## config.mk

```make
export PLATFORM = sky130hd
export DESIGN_NAME = button_debouncer
export DESIGN_NICKNAME = d
export VERILOG_FILES = /design/src/rtl/stopwatch_pkg.sv /design/src/rtl/debounce_channel.sv /design/src/rtl/button_debouncer.sv
export SDC_FILE = /design/constraint.sdc
export NUM_CORES = 1
export LEC_CHECK = 0
export BUFFER_PORTS_ARGS = -buffer_cell sky130_fd_sc_hd__clkbuf_2
export CAP_MARGIN = 30
export CORE_MARGIN = 4
export CORE_UTILIZATION = 45
export CTS_CLUSTER_SIZE = 20
export DETAILED_ROUTE_END_ITERATION = 16
export HOLD_SLACK_MARGIN = 0.1
export PLACE_DENSITY = 0.71
export SYNTH_ARGS = -nofsm -noshare
export SYNTH_HDL_FRONTEND = slang
export SYNTH_SLANG_ARGS = --single-unit
```

## constraint.sdc

```tcl
create_clock -name clk -period 2.6 [get_ports clk]
set_input_delay 0.39 -clock clk [delete_from_list [all_inputs] [get_ports clk]]
set_output_delay 0.39 -clock clk [all_outputs]
set_load 0.1 [all_outputs]
```

## src/rtl/stopwatch_pkg.sv

```systemverilog
// -----------------------------------------------------------------------------
// stopwatch_pkg
//   Definitions shared by the stopwatch front-end blocks.
//   - db_state_e        : 2-bit per-channel debounce state encoding
//   - DB_DEFAULT_CYCLES : stability window for 1 ms at a 50 MHz clock
//   - db_is_pending     : true while a candidate level change is being timed
// -----------------------------------------------------------------------------
package stopwatch_pkg;

    typedef enum logic [1:0] {
        DB_STABLE0 = 2'd0,  // released, no change being timed
        DB_PEND1   = 2'd1,  // released, timing a candidate press
        DB_STABLE1 = 2'd2,  // pressed, no change being timed
        DB_PEND0   = 2'd3   // pressed, timing a candidate release
    } db_state_e;

    localparam int DB_DEFAULT_CYCLES = 50000;

    function automatic logic db_is_pending(input db_state_e st);
        return (st == DB_PEND1) || (st == DB_PEND0);
    endfunction

endpackage : stopwatch_pkg

```

## src/rtl/debounce_channel.sv

```systemverilog
// -----------------------------------------------------------------------------
// debounce_channel
//   One button channel: synchroniser, polarity correction, and a stability
//   FSM that accepts a new level only after it has been seen for
//   DEBOUNCE_CYCLES consecutive cycles. Any return to the old level while
//   timing aborts the candidate and the wait starts over on the next change.
//
// Ports
//   clk        in   system clock, rising edge
//   r_n        in   asynchronous active-low reset, synchronous release
//   btn_raw    in   raw button pin, asynchronous to clk
//   btn_level  out  registered debounced level, 1 = pressed
//   bouncing   out  1 while a candidate change is being timed
// -----------------------------------------------------------------------------
module debounce_channel
    import stopwatch_pkg::*;
#(
    parameter int CNT_W           = 16,
    parameter int DEBOUNCE_CYCLES = DB_DEFAULT_CYCLES,
    parameter int SYNC_STAGES     = 2,
    parameter bit ACTIVE_LOW_IN   = 1'b1
) (
    input  logic clk,
    input  logic r_n,
    input  logic btn_raw,
    output logic btn_level,
    output logic bouncing
);

    // Terminal count: acceptance happens on the cycle the counter holds this.
    localparam logic [CNT_W-1:0] CNT_LAST = CNT_W'(DEBOUNCE_CYCLES - 1);
    // Synchroniser resets to the pin's released level so that reset never
    // looks like a press, whatever the pin polarity.
    localparam logic [SYNC_STAGES-1:0] SYNC_RST = {SYNC_STAGES{ACTIVE_LOW_IN}};

    // ------------------------------------------------------------------
    // Synchroniser (raw pin domain, inverted only after the last stage)
    // ------------------------------------------------------------------
    logic [SYNC_STAGES-1:0] sync_q;
    logic [SYNC_STAGES-1:0] sync_d;
    logic                   s;   // synchronised, 1 = pressed

    always_comb begin
        sync_d = {sync_q[SYNC_STAGES-2:0], btn_raw};
    end

    // NOTE: every flop is updated with <= so all registers sample the values
    // from before the edge; blocking assignments here would collapse the chain.
    always_ff @(posedge clk or negedge r_n) begin
        if (!r_n) begin
            sync_q <= SYNC_RST;
        end else begin
            sync_q <= sync_d;
        end
    end

    assign s = sync_q[SYNC_STAGES-1] ^ ACTIVE_LOW_IN;

    // ------------------------------------------------------------------
    // Stability FSM + counter
    // ------------------------------------------------------------------
    db_state_e        state_q, state_d;
    logic [CNT_W-1:0] cnt_q,   cnt_d;
    logic             level_q, level_d;

    always_comb begin
        // NOTE: hold values are assigned first so every path through the case
        // drives every output; a missing branch would otherwise infer a latch.
        state_d = state_q;
        cnt_d   = cnt_q;
        level_d = level_q;

        unique case (state_q)
            DB_STABLE0: begin
                if (s) begin
                    state_d = DB_PEND1;
                    cnt_d   = '0;
                end
            end

            DB_PEND1: begin
                if (!s) begin
                    state_d = DB_STABLE0;      // bounce: discard candidate
                end else if (cnt_q == CNT_LAST) begin
                    state_d = DB_STABLE1;
                    level_d = 1'b1;
                end else begin
                    cnt_d   = cnt_q + CNT_W'(1);
                end
            end

            DB_STABLE1: begin
                if (!s) begin
                    state_d = DB_PEND0;
                    cnt_d   = '0;
                end
            end

            DB_PEND0: begin
                if (s) begin
                    state_d = DB_STABLE1;      // bounce: discard candidate
                end else if (cnt_q == CNT_LAST) begin
                    state_d = DB_STABLE0;
                    level_d = 1'b0;
                end else begin
                    cnt_d   = cnt_q + CNT_W'(1);
                end
            end

            default: begin
                state_d = DB_STABLE0;
                cnt_d   = '0;
                level_d = 1'b0;
            end
        endcase
    end

    // NOTE: only control state is reset; there is no storage array here, and
    // the counter is cleared anyway on every entry into a pending state.
    always_ff @(posedge clk or negedge r_n) begin
        if (!r_n) begin
            state_q <= DB_STABLE0;
            cnt_q   <= '0;
            level_q <= 1'b0;
        end else begin
            state_q <= state_d;
            cnt_q   <= cnt_d;
            level_q <= level_d;
        end
    end

    assign btn_level = level_q;
    assign bouncing  = db_is_pending(state_q);

endmodule : debounce_channel

```

## src/rtl/button_debouncer.sv

```systemverilog
// -----------------------------------------------------------------------------
// button_debouncer
//   Conditioning stage for the stopwatch push-buttons. Each of the N raw
//   pins gets its own independent debounce_channel; channels share nothing,
//   so simultaneous presses are handled in parallel with no priority.
//
// Ports
//   clk        in      system clock, rising edge
//   r_n        in      asynchronous active-low reset
//   btn_raw    in  [N] raw button pins, asynchronous to clk
//   btn_level  out [N] debounced levels, 1 = pressed
//   bouncing   out [N] 1 while the channel is timing a candidate change
// -----------------------------------------------------------------------------
module button_debouncer
    import stopwatch_pkg::*;
#(
    parameter int N               = 2,
    parameter int CNT_W           = 16,
    parameter int DEBOUNCE_CYCLES = DB_DEFAULT_CYCLES,
    parameter int SYNC_STAGES     = 2,
    parameter bit ACTIVE_LOW_IN   = 1'b1
) (
    input  logic         clk,
    input  logic         r_n,
    input  logic [N-1:0] btn_raw,
    output logic [N-1:0] btn_level,
    output logic [N-1:0] bouncing
);

    // Pin polarity is applied inside each channel after its synchroniser,
    // so the synchroniser can reset to the true released pin level.
    for (genvar i = 0; i < N; i++) begin : g_chan
        debounce_channel #(
            .CNT_W           (CNT_W),
            .DEBOUNCE_CYCLES (DEBOUNCE_CYCLES),
            .SYNC_STAGES     (SYNC_STAGES),
            .ACTIVE_LOW_IN   (ACTIVE_LOW_IN)
        ) u_chan (
            .clk       (clk),
            .r_n       (r_n),
            .btn_raw   (btn_raw[i]),
            .btn_level (btn_level[i]),
            .bouncing  (bouncing[i])
        );
    end

endmodule : button_debouncer

```

* Yosys cells after proc, flatten, opt, wreduce, memory -nomap -nowiden
Cells that the tools add are included.
** Word-level totals
- Logic and storage cells :: 82
- Register bits after elaboration :: 42
- Bits of input ports :: 4
** Cells by class
- Eq/ne operators :: 24
- Muxes and demuxes :: 36
- Reduce and logical (&&, ||, !) cells :: 12
- Add/sub/neg operators :: 2
** Operators by type and width (count)
- 16-bit 2-to-1 mux :: 10
- 16-bit case mux with 4 select lines :: 2
- 16-bit by 1-bit adder with 16-bit output (second input constant) :: 2
- 16-bit == test (second input constant) :: 2
- 2-bit 2-to-1 mux :: 12
- 2-bit by 1-bit != test with 1-bit output (second input constant) :: 8
- 2-bit case mux with 4 select lines :: 2
- 4-bit AND reduction :: 4
- 5-bit AND reduction :: 2
- 2-bit == test (second input constant) :: 4
- 1-bit 2-to-1 mux :: 8
- 2-bit != test (second input constant) :: 4
- 3-bit by 1-bit != test with 1-bit output (second input constant) :: 2
- 3-bit != test (second input constant) :: 2
- 2-bit by 1-bit == test with 1-bit output (second input constant) :: 2
- 2-bit zero test :: 2
- 1-bit case mux with 2 select lines :: 2
- 2-bit nonzero test :: 2
- 1-bit logical OR :: 2

* Longest topological paths before layout
- Depth in word-level cells :: 4
- Mapped depth :: 6

* By module
From an unflattened synthesis, not the netlist that was laid out.
** Second synthesis, totals
- Cells, all modules :: 242
- Area total of the unflattened synthesis :: 2534.9 sq um
** By module, submodules not included
- debounce_channel :: area each 1267.5 sq um, seq. area each 528.0 sq um, cells each 121, times used 2

* Worst setup path after synthesis
OpenSTA, ideal clock, no wires.
- Path kind :: register to register
- Start point :: register g_chan[1].u_chan.cnt_q[13]
- End point :: register with a tool-made name
- Arrival time :: 2071 ps
- Library setup time :: 127 ps
- Period minus slack after synthesis :: 2199 ps
- Slack :: 401 ps
- Buffers on the path :: 1
- Required time :: 2473 ps
- Cell stages (with the launch flop) :: 6
- Cell sequence :: dfrtp_1 -> or4b_1 -> or4_4 -> buf_6 -> nor2_2 -> mux2_1
** RTL lines
- start: declaration :: line debounce_channel.sv:63 : logic [CNT_W-1:0] cnt_q, cnt_d;
- start signal: assignment :: line debounce_channel.sv:127 : cnt_q <= cnt_d;

* Final worst setup path
- Start point :: register g_chan[1].u_chan.cnt_q[13]
- End point :: register g_chan[1].u_chan.cnt_q[4]
** On the way
- Cells in the longest elaborated chain, start to end :: 4
- Elaborated cells between the ends (all ways) :: 5
- Those cells by class :: eq/ne (1); mux (4)
** Ends and longest elaborated chain (line)
- 16-bit == test * :: debounce_channel.sv:84, debounce_channel.sv:102
- 16-bit 2-to-1 mux *
- 16-bit 2-to-1 mux (on tied branches)
- 16-bit case mux with 4 select lines *
Every way passes the cells marked *; elsewhere a longest branch is shown, timed or not. The select of a mux whose other input is x is not followed.
A chain may end at the register's enable or synchronous reset.

==> flow_summary_export.csv <==
group,metric,value,unit
cts,htree_levels,2,
grt,antenna_found_initial,0,
hold_path,min_delay_path_depth,1,
finish,instances_no_fill,330,
floorplanning,dieArea,0.00661,mm^2
detailed_routing,drtIter0Drc,95,
timing,max_freq,429,MHz
timing,max-slew-margin-rel,0.475,
finish,final_nets,265,
grt,top_usage_layer,"met2",
synth,synthArstFlopShare,1.00,
finish,finalCoreUtilization,0.509,
placement,dpl.cell_count,321,
cts,tritoncts,"done",
floorplanning,chipWidth,81.3,um
timing,drv_slew,0,
worst_setup_path,reg2reg_depth,5,
hold_path,hold_end,"g_chan[0].u_chan.sync_q[0]$_DFF_PN1_",
grt,grt_pass1_wl,8.44,mm
timing,finalHoldViolations,0,
placement,io_buffers,7,
floorplanning,rows,26,
synth,avgSynthCellArea,9.64,um^2
cts,numClockSinks,42,
detailed_routing,viasPerCell,5.97,
grt,met3_usage,0.0344,
timing,final.setup.tns,0,ps
floorplanning,core_area,0.00517,mm^2
finish,final_cell_mix,"dfrtp_1 (38), nand2_1 (23), inv_1 (14)",
cts,cts_buffers,5,
hold_path,hold_class,"in2reg",
floorplanning,start_util,0.468,
synth,syn_nets,257,
worst_setup_path,end_kind,"register",
cts,cts_resized,0,
cts,clk_latency,300,ps
detailed_routing,vias,1970,
grt,globalRouteMet1Util,0.212,
synth,synth_area,0.00242,mm^2
synth,yosysUniqueCellTypes,53,
timing,rsz0062_at_grt,"no",
floorplanning,die_h,81.3,um
cts,clk_pin_slew,90,ps
timing,min_period,2330,ps
worst_setup_path,reg2reg_slack,270,ps
worst_setup_path,crit_fanout,15,
placement,place_congestion,0.872,
pwr,power.density,505,mW/mm^2
worst_setup_path,crit_required,2810,ps
synth,ys.flop_type,"dfrtp_1",
timing,clock_skew,14.5,ps
timing,worst_pin_slew,785,ps
grt,track_usage,0.167,
synth,ys_ff_latch,42,
worst_setup_path,worstReg2RegStart,"g_chan[1].u_chan.cnt_q[13]$_DFFE_PN0P_",
grt,grt_max_degree,26,
cts,cts_buffer_depth,2,
synth,syn_inst,251,
grt,grt_overflow,0,
detailed_routing,ant_nets,0,
floorplanning,io-pin-count,8,
finish,antennaDiodeCount,0,
synth,yosysSeqAreaShare,0.436,
timing,setup_viol,0,
pwr,power,1.33,mW
grt,grt_pass1_vias,1778,
finish,layout_commonest_cell,"dfrtp_1",
worst_setup_path,r2r-end,"g_chan[1].u_chan.cnt_q[4]$_DFFE_PN0P_",
worst_setup_path,crit_arrival,2540,ps
synth,yosys_warnings,0,
grt,grtUsageMet2,0.276,
detailed_routing,wl_per_cell,15.1,um
pwr,ir_worst_vdd,340,uV
cts,cts_root_buf,"clkbuf_8",
detailed_routing,drt_pass1_iterations,4,
finish,drive_gt1_frac,0.150,
pwr,cellLeakagePower,1.11,nW
cts,postCtsSetupRepairBufs,0,
hold_path,hp-start,"btn_raw[0]",
detailed_routing,drc_errors,0,
run_status,status,"finished clean",
worst_setup_path,critical_path_class,"reg2reg",
timing,min_period_over_period,0.897,
detailed_routing,wirelength,4.99,mm
placement,dp_hpwl,3.41,mm
run,cap_viol_max_count,0,
synth,synth_edf_count,0,
worst_setup_path,cp-start-kind,"register",
cts,ctsHoldBuffers,1,
finish,area_growth,8.79,%
## metrics by stage
step | cell area, um^2 | setup slack (ps) | hold WS (ps)
after global placement | 2510 | 314 | 346
after global routing | 2630 | 137 | 146
after floorplan | 2420 | 401 | 94.4
final | 2630 | 269 | 157
after CTS | 2630 | 260 | 155
after detailed placement | 2510 | 303 | 349
## cells by family after synthesis
logic type | Yosys count | share of synthesized area
XOR/XNOR | 4 | 0.0145
flip-flops | 42 | 0.436
multiplexers | 8 | 0.0336
buffers and inverters | 27 | 0.0522
AND/OR/NAND/NOR | 108 | 0.258
adder cells (fa/ha/maj) | 2 | 0.0103
AO/OA/AOI/OAI | 60 | 0.195
## worst max-delay path, stage by stage, from the launching register on
cell,delay [ps]
dfrtp_1,460
or4b_1,560
or4_4,680
o21ai_4,250
inv_4,110
o221ai_2,170
## per-layer routing
| metal | vias to the layer above | share of wire | routed length, um |
|---|---|---|---|
| met2 | 39 | 0.50 | 2470 |
| li1 | 969 | - | - |
| met5 | - | 0 | 0 |
| met4 | 0 | 0.012 | 59 |
| met3 | 4 | 0.040 | 197 |
| met1 | 958 | 0.45 | 2260 |
## Yosys cell counts (all sizes together), types with 6 or more instances
cell type | number | area, um^2
a221o | 7 | 70.1
dfrtp | 38 | 951
and4 | 7 | 61.3
a31oi | 6 | 37.5
nand3 | 11 | 55.1
a21oi | 8 | 40.0
nor2 | 13 | 51.3
mux2i | 7 | 70.1
o21ai | 13 | 76.3
o221ai | 6 | 90.1
nand2 | 24 | 92.6
and3 | 8 | 50.1
clkbuf | 7 | 26.3
nor4 | 6 | 37.5
nand4 | 9 | 56.3
inv | 15 | 58.8
nor3 | 13 | 70.1
## cell type report
cell class / count / area, um^2
clock inverters: 2 / 37.5
inverters: 15 / 58.8
flip-flops and latches: 42 / 1060
clock buffers: 6 / 72.6
well taps: 70 / 87.6
multi-input cells: 182 / 1240
fillers: 468 / 2540
repair buffers: 13 / 82.6
## flip-flops by register name, summed over array words and instances, names as in the netlist, named ones only
name                     flops
g_chan.u_chan.sync_q         4
g_chan.u_chan.btn_level      2
g_chan.u_chan.state_q        2
g_chan.u_chan.cnt_q         32
## power breakdown
group | internal, mW | switching (mW)
clock network | 0.287 | 0.235
logic | 0.0327 | 0.0697
registers | 0.675 | 0.0297
## how the worst max path moves through the flow
stage                                           startpoint                                     end  slack [ps]  cells past startpoint
global placement    g_chan[1].u_chan.cnt_q[13]$_DFFE_PN0P_  g_chan[1].u_chan.cnt_q[11]$_DFFE_PN0P_         310                      4
global route        g_chan[1].u_chan.cnt_q[13]$_DFFE_PN0P_  g_chan[1].u_chan.cnt_q[12]$_DFFE_PN0P_         140                      5
floorplan           g_chan[1].u_chan.cnt_q[13]$_DFFE_PN0P_                                register         400                      5
CTS                 g_chan[1].u_chan.cnt_q[13]$_DFFE_PN0P_   g_chan[1].u_chan.cnt_q[4]$_DFFE_PN0P_         260                      5
detailed placement  g_chan[1].u_chan.cnt_q[13]$_DFFE_PN0P_  g_chan[1].u_chan.cnt_q[11]$_DFFE_PN0P_         300                      4
finish              g_chan[1].u_chan.cnt_q[13]$_DFFE_PN0P_   g_chan[1].u_chan.cnt_q[4]$_DFFE_PN0P_         270                      5
(Power assumes the default switching activity.)
